--- src/rtl/wb_core_arbiter_pkg.sv ---
// Shared types and constants for the instruction/data Wishbone arbiter.
package wb_core_arbiter_pkg;

    localparam int RegBus    = 32;
    localparam int WbAddrBus = RegBus;
    localparam int WbDataBus = RegBus;
    localparam int WbSelBus  = RegBus / 8;
    localparam int WdogW     = 16;

    localparam logic [1:0] OWN_NONE = 2'b00;
    localparam logic [1:0] OWN_D    = 2'b01;
    localparam logic [1:0] OWN_I    = 2'b10;

    // State codes equal the owner encoding so owner_o is the state itself.
    typedef enum logic [1:0] {
        ST_IDLE  = OWN_NONE,
        ST_OWN_D = OWN_D,
        ST_OWN_I = OWN_I
    } arb_state_e;

    typedef struct packed {
        logic [WbAddrBus-1:0] addr;
        logic [WbDataBus-1:0] data;
        logic                 we;
        logic [WbSelBus-1:0]  sel;
        logic                 stb;
        logic                 cyc;
    } wb_req_t;

    function automatic logic wb_req_valid(wb_req_t r);
        return r.cyc && r.stb;
    endfunction

endpackage

--- src/rtl/wb_watchdog.sv ---
// Cycle counter that pulses expire on the LIMIT-th consecutive enabled cycle.
module wb_watchdog
    import wb_core_arbiter_pkg::*;
#(
    parameter int unsigned LIMIT = 255
) (
    input  logic clk,
    input  logic rst,
    input  logic en,
    input  logic clr,
    output logic expire
);

    localparam logic [WdogW-1:0] LAST = WdogW'(LIMIT - 1);

    logic [WdogW-1:0] cnt;

    assign expire = en && (cnt == LAST);

    // Clearing on expire as well keeps the counter from ever wrapping.
    always_ff @(posedge clk) begin
        if (!rst) begin
            cnt <= '0;
        end else if (clr || expire) begin
            cnt <= '0;
        end else if (en) begin
            cnt <= cnt + 1'b1;
        end
    end

endmodule

--- src/rtl/wb_core_arbiter.sv ---
// Two-master (data, instruction) to one-slave Wishbone arbiter with fair
// alternation, whole-cycle grants and a transfer watchdog.
module wb_core_arbiter
    import wb_core_arbiter_pkg::*;
#(
    parameter int unsigned          TIMEOUT_CYCLES = 255,
    parameter logic [WbDataBus-1:0] TIMEOUT_DATA   = 32'h0000_0000
) (
    input  logic                 clk,
    input  logic                 rst,
    input  logic [WbAddrBus-1:0] d_addr_i,
    input  logic [WbDataBus-1:0] d_data_i,
    input  logic                 d_we_i,
    input  logic [WbSelBus-1:0]  d_sel_i,
    input  logic                 d_stb_i,
    input  logic                 d_cyc_i,
    output logic [WbDataBus-1:0] d_data_o,
    output logic                 d_ack_o,
    input  logic [WbAddrBus-1:0] i_addr_i,
    input  logic [WbDataBus-1:0] i_data_i,
    input  logic                 i_we_i,
    input  logic [WbSelBus-1:0]  i_sel_i,
    input  logic                 i_stb_i,
    input  logic                 i_cyc_i,
    output logic [WbDataBus-1:0] i_data_o,
    output logic                 i_ack_o,
    output logic [WbAddrBus-1:0] s_addr_o,
    output logic [WbDataBus-1:0] s_data_o,
    output logic                 s_we_o,
    output logic [WbSelBus-1:0]  s_sel_o,
    output logic                 s_stb_o,
    output logic                 s_cyc_o,
    input  logic [WbDataBus-1:0] s_data_i,
    input  logic                 s_ack_i,
    output logic                 timeout_o,
    output logic [1:0]           owner_o
);

    arb_state_e state, state_nx;
    logic       last_i, last_i_nx;

    wb_req_t d_req, i_req, cur;
    logic    d_rq, i_rq;
    logic    own_d, own_i, owning;
    logic    ack, abort, expire;
    logic    wd_en, wd_clr;
    logic    bus_en;

    assign d_req = '{addr: d_addr_i, data: d_data_i, we: d_we_i,
                     sel: d_sel_i, stb: d_stb_i, cyc: d_cyc_i};
    assign i_req = '{addr: i_addr_i, data: i_data_i, we: i_we_i,
                     sel: i_sel_i, stb: i_stb_i, cyc: i_cyc_i};

    assign d_rq    = wb_req_valid(d_req);
    assign i_rq    = wb_req_valid(i_req);
    assign owner_o = state;

    always_comb begin
        own_d  = (state == ST_OWN_D);
        own_i  = (state == ST_OWN_I);
        owning = own_d || own_i;
        cur    = own_i ? i_req : d_req;
        // An ack wins over a simultaneous cyc drop; the dropped master ignores it.
        ack    = owning && s_ack_i;
        abort  = owning && !s_ack_i && !cur.cyc;
        wd_en  = owning && !s_ack_i && cur.cyc;
        wd_clr = !owning || ack || abort;
    end

    wb_watchdog #(
        .LIMIT (TIMEOUT_CYCLES)
    ) u_wdog (
        .clk    (clk),
        .rst    (rst),
        .en     (wd_en),
        .clr    (wd_clr),
        .expire (expire)
    );

    always_comb begin
        state_nx  = state;
        last_i_nx = last_i;
        case (state)
            ST_IDLE: begin
                if (d_rq && i_rq) begin
                    state_nx = last_i ? ST_OWN_D : ST_OWN_I;
                end else if (d_rq) begin
                    state_nx = ST_OWN_D;
                end else if (i_rq) begin
                    state_nx = ST_OWN_I;
                end
            end
            ST_OWN_D, ST_OWN_I: begin
                if (ack || abort || expire) begin
                    state_nx  = ST_IDLE;
                    last_i_nx = own_i;
                end
            end
            default: state_nx = ST_IDLE;
        endcase
    end

    always_ff @(posedge clk) begin
        if (!rst) begin
            state     <= ST_IDLE;
            last_i    <= 1'b1;
            timeout_o <= 1'b0;
        end else begin
            state  <= state_nx;
            last_i <= last_i_nx;
            if (expire) begin
                timeout_o <= 1'b1;
            end
        end
    end

    // rst gates the outputs directly so nothing leaks onto either bus while
    // reset is held, even before the first reset edge.
    always_comb begin
        bus_en   = rst && owning;
        s_addr_o = '0;
        s_data_o = '0;
        s_we_o   = 1'b0;
        s_sel_o  = '0;
        s_stb_o  = 1'b0;
        s_cyc_o  = 1'b0;
        if (bus_en) begin
            s_addr_o = cur.addr;
            s_data_o = cur.data;
            s_we_o   = cur.we;
            s_sel_o  = cur.sel;
            s_stb_o  = cur.stb && !expire;
            s_cyc_o  = cur.cyc && !expire;
        end
    end

    always_comb begin
        d_ack_o  = 1'b0;
        d_data_o = '0;
        i_ack_o  = 1'b0;
        i_data_o = '0;
        if (rst && own_d) begin
            d_ack_o  = s_ack_i || expire;
            d_data_o = expire ? TIMEOUT_DATA : s_data_i;
        end
        if (rst && own_i) begin
            i_ack_o  = s_ack_i || expire;
            i_data_o = expire ? TIMEOUT_DATA : s_data_i;
        end
    end

endmodule

--- config.mk ---
export PLATFORM = sky130hd
export DESIGN_NAME = wb_core_arbiter
export DESIGN_NICKNAME = d
export VERILOG_FILES = /design/src/rtl/wb_core_arbiter_pkg.sv /design/src/rtl/wb_watchdog.sv /design/src/rtl/wb_core_arbiter.sv
export SDC_FILE = /design/constraint.sdc
export NUM_CORES = 1
export LEC_CHECK = 0
export CAP_MARGIN = 25
export CORE_AREA = 3 3 121 123
export DETAILED_ROUTE_END_ITERATION = 6
export DIE_AREA = 0 0 124 126
export SYNTH_ARGS = -nofsm -noshare
export SYNTH_HDL_FRONTEND = slang
export SYNTH_SLANG_ARGS = --single-unit
--- constraint.sdc ---
create_clock -name clk -period 4.7 [get_ports clk]
set_input_delay 0.47 -clock clk [delete_from_list [all_inputs] [get_ports clk]]
set_output_delay 0.47 -clock clk [all_outputs]
set_load 0.02 [all_outputs]
==> results.json <==
{
  "status": "finished clean",
  "worst_hold_path.endpoint": "u_wdog.cnt[15]",
  "reg2reg_to": "u_wdog.cnt[1]",
  "cts_made_buffers": 3,
  "ys.flop_type": "dfxtp_1",
  "dp.cells": 833,
  "holdCritStartpoint": "u_wdog.cnt[15]",
  "synth-async-reset-ratio": 0,
  "final_area_sq_um": 6050,
  "antenna_found_initial": 0,
  "final_cell_mix": "clkdlybuf4s50_1, nor2_1, mux2i_1, and2_1, dfxtp_1",
  "cts-root-buf": "clkbuf_16",
  "synth.top_cell.area_share": 0.281,
  "dr.first_iter.drc_count": 134,
  "layout-drive-gt1-share": 0.0320,
  "p_per_area_nw_per_um2": 206,
  "finalSetupTns_ns": 0,
  "cts_resized": 0,
  "initial_core_util": 0.189,
  "num-nets-final": 840,
  "grt_setup_unrepaired": "no",
  "synth_nets": 538,
  "synthTopCellsByArea": "mux2i_1, and2_1, dfxtp_1, nor2_1, ha_1",
  "yosysSeqAreaShare": 0.154,
  "area_growth_pct": 133,
  "ir_drop_uv": 114,
  "placed_area_sq_um": 5940,
  "grt_max_degree": 49,
  "ctsHoldBuffers": 0,
  "critPathMaxFanout": 48,
  "cp_cell_sequence": "inv_1 > ha_4 > buf_4 > buf_4 > mux2i_1 > nor2_1 > clkdlybuf4s50_1",
  "hpwl_mm": 12.1,
  "ys_warn_count": 0,
  "layout.cells.non_filler": 837,
  "synth.ff_latch_count": 20,
  "finClkSkew_ns": 0.00689,
  "gp_congestion": 0.871,
  "fmax_mhz": 282,
  "io_pins": 317,
  "clock_sinks": 20,
  "synth.avg_cell_area_sq_um": 7.30,
  "final_common_cell": "clkdlybuf4s50_1",
  "drt-total-wl_mm": 14.5,
  "hold_depth": 2,
  "relSlewSlack": 0.457,
  "cts.htree.levels": 1,
  "period_needed_ns": 3.54,
  "reg2reg_from": "owner_o[1]",
  "drc": 0,
  "die_y_um": 126,
  "grt_pass1_vias": 3676,
  "cts_setup_buffers": 0,
  "cp_data_arrival_time_ns": 3.07,
  "cp.required_ns": 4.23,
  "clockBufferDepth": 2,
  "synthCells": 356,
  "ant_nets": 0,
  "fin_crit_sh": 0.754,
  "grt_first_pass_wirelength_mm": 20.5,
  "rr_worst_depth": 5,
  "ys_types": 44,
  "finalHoldViolCount": 0,
  "leakage_uw": 0.00214,
  "tightest_slew_ns": 0.814,
  "clk_pin_slew_ns": 0.06,
  "routed_via_density": 4.41,
  "die_x_um": 124,
  "synth_edf_count": 0,
  "cpPeakStageDelay_ns": 0.65,
  "max_cap_violations": 0,
  "rows": 43,
  "die_area_sq_um": 15600,
  "startpoint_type": "register",
  "clock_latency_ns": 0.25,
  "core_area_sq_um": 13800,
  "yosysTopAreaCell": "mux2i_1",
  "vias": 3694,
  "criticalPathCategory": "reg2out",
  "tritoncts": "built",
  "globalRoute.totalOverflow": 0,
  "worst_path_most_repeated_cell": "buf_4",
  "hold_ws_ns": 0.491,
  "final_util": 0.439,
  "antennaDiodeCount": 0,
  "rrSetupSlack_ns": 1.96,
  "final_max_slew_viol_count": 0,
  "drtPass1Iterations": 4,
  "min_path_type": "reg2reg",
  "syn_area_sq_um": 2600,
  "grt.total_usage": 0.167,
  "worst_path_max_delay_cell": "clkdlybuf4s50_1",
  "io_buffers": 316,
  "wire_per_inst_um": 17.3,
  "finalSetupViolations": 0,
  "crit_path_end_kind": "output pin"
}
-- synthesized netlist by cell type (2+ instances only) --
master    instances
and4b_1           2
or2_2             2
nor2_1           81
ha_1              5
a21oi_1           9
inv_1             6
o21ai_0           3
xnor2_1           3
xor2_1            5
clkbuf_1         14
and2_1           65
mux2i_1          73
o31ai_1           3
and4_1            3
nand4_1           5
nand2_1          11
nand3_1           6
nor3_1            3
buf_1             6
or3_1             3
buf_4             2
nor4b_1           2
dfxtp_1          20
or4_1             4
-- critical path: cells and delay by family, from the launching register on --
| kind | cells | cell delay, ns |
|---|---|---|
| adder cells (fa/ha/maj) | 1 | 0.17 |
| buffers and inverters | 4 | 1.95 |
| multiplexers | 1 | 0.16 |
| AND/OR/NAND/NOR | 1 | 0.13 |
| flip-flops | 1 | 0.34 |
-- final cells by class --
class / count / area (sq um)
Clock inverter: 1 / 30.0
Multi-Input combinational cell: 305 / 2090
Clock buffer: 3 / 75.1
Inverter: 6 / 22.5
Sequential cell: 20 / 400
Fill cell: 1374 / 7720
Timing Repair Buffer: 322 / 3210
Tap cell: 180 / 225
-- report_power, final --
group          total [uW]  leakage [uW]  internal [uW]  switching, uW
clock                 234     0.0000511            169           64.9
sequential            181      0.000162            175           6.31
combinational         830       0.00193            430            401
-- registers in the layout (all words and copies together), names as in the netlist --
signal      cells
last_i          1
u_wdog.cnt     16
owner_o         2
timeout_o       1
-- routing by layer --
layer / vias to the layer above / share of wire / GRT usage
li1: 1820 / - / -
met1: 1640 / 0.37 / 0.184
met2: 226 / 0.49 / 0.307
met3: 8 / 0.13 / 0.0669
met4: 0 / 0.0083 / 0.0213
met5: - / 0 / 0
-- metrics by stage --
stage | total power [uW] | setup slack (ns)
2_1_floorplan | 604 | 2.22
3_3_place_gp | 1020 | 1.33
3_5_place_dp | 1020 | 1.32
4_1_cts | 1260 | 1.12
5_1_grt | 1310 | 0.973
6_report | 1250 | 1.16
-- worst max path at each step --
| stage | endpoint | startpoint | slack (ns) | cells after the start |
|---|---|---|---|---|
| 2_1_floorplan | d_data_o[10] | owner_o[0] | 2.22 | 7 |
| 3_3_place_gp | i_data_o[1] | i_cyc_i | 1.33 | 7 |
| 3_5_place_dp | i_data_o[1] | i_cyc_i | 1.32 | 7 |
| 4_1_cts | s_addr_o[25] | owner_o[0] | 1.12 | 7 |
| 5_1_grt | s_addr_o[25] | owner_o[0] | 0.97 | 7 |
| 6_report | s_addr_o[25] | owner_o[0] | 1.16 | 7 |
-- cell families after synthesis --
logic type / share of synthesized area
AO/OA/AOI/OAI: 0.0534
flip-flops: 0.154
multiplexers: 0.287
adder cells (fa/ha/maj): 0.0241
AND/OR/NAND/NOR: 0.403
buffers and inverters: 0.0515
XOR/XNOR: 0.0270
(Power assumes the default switching activity.)
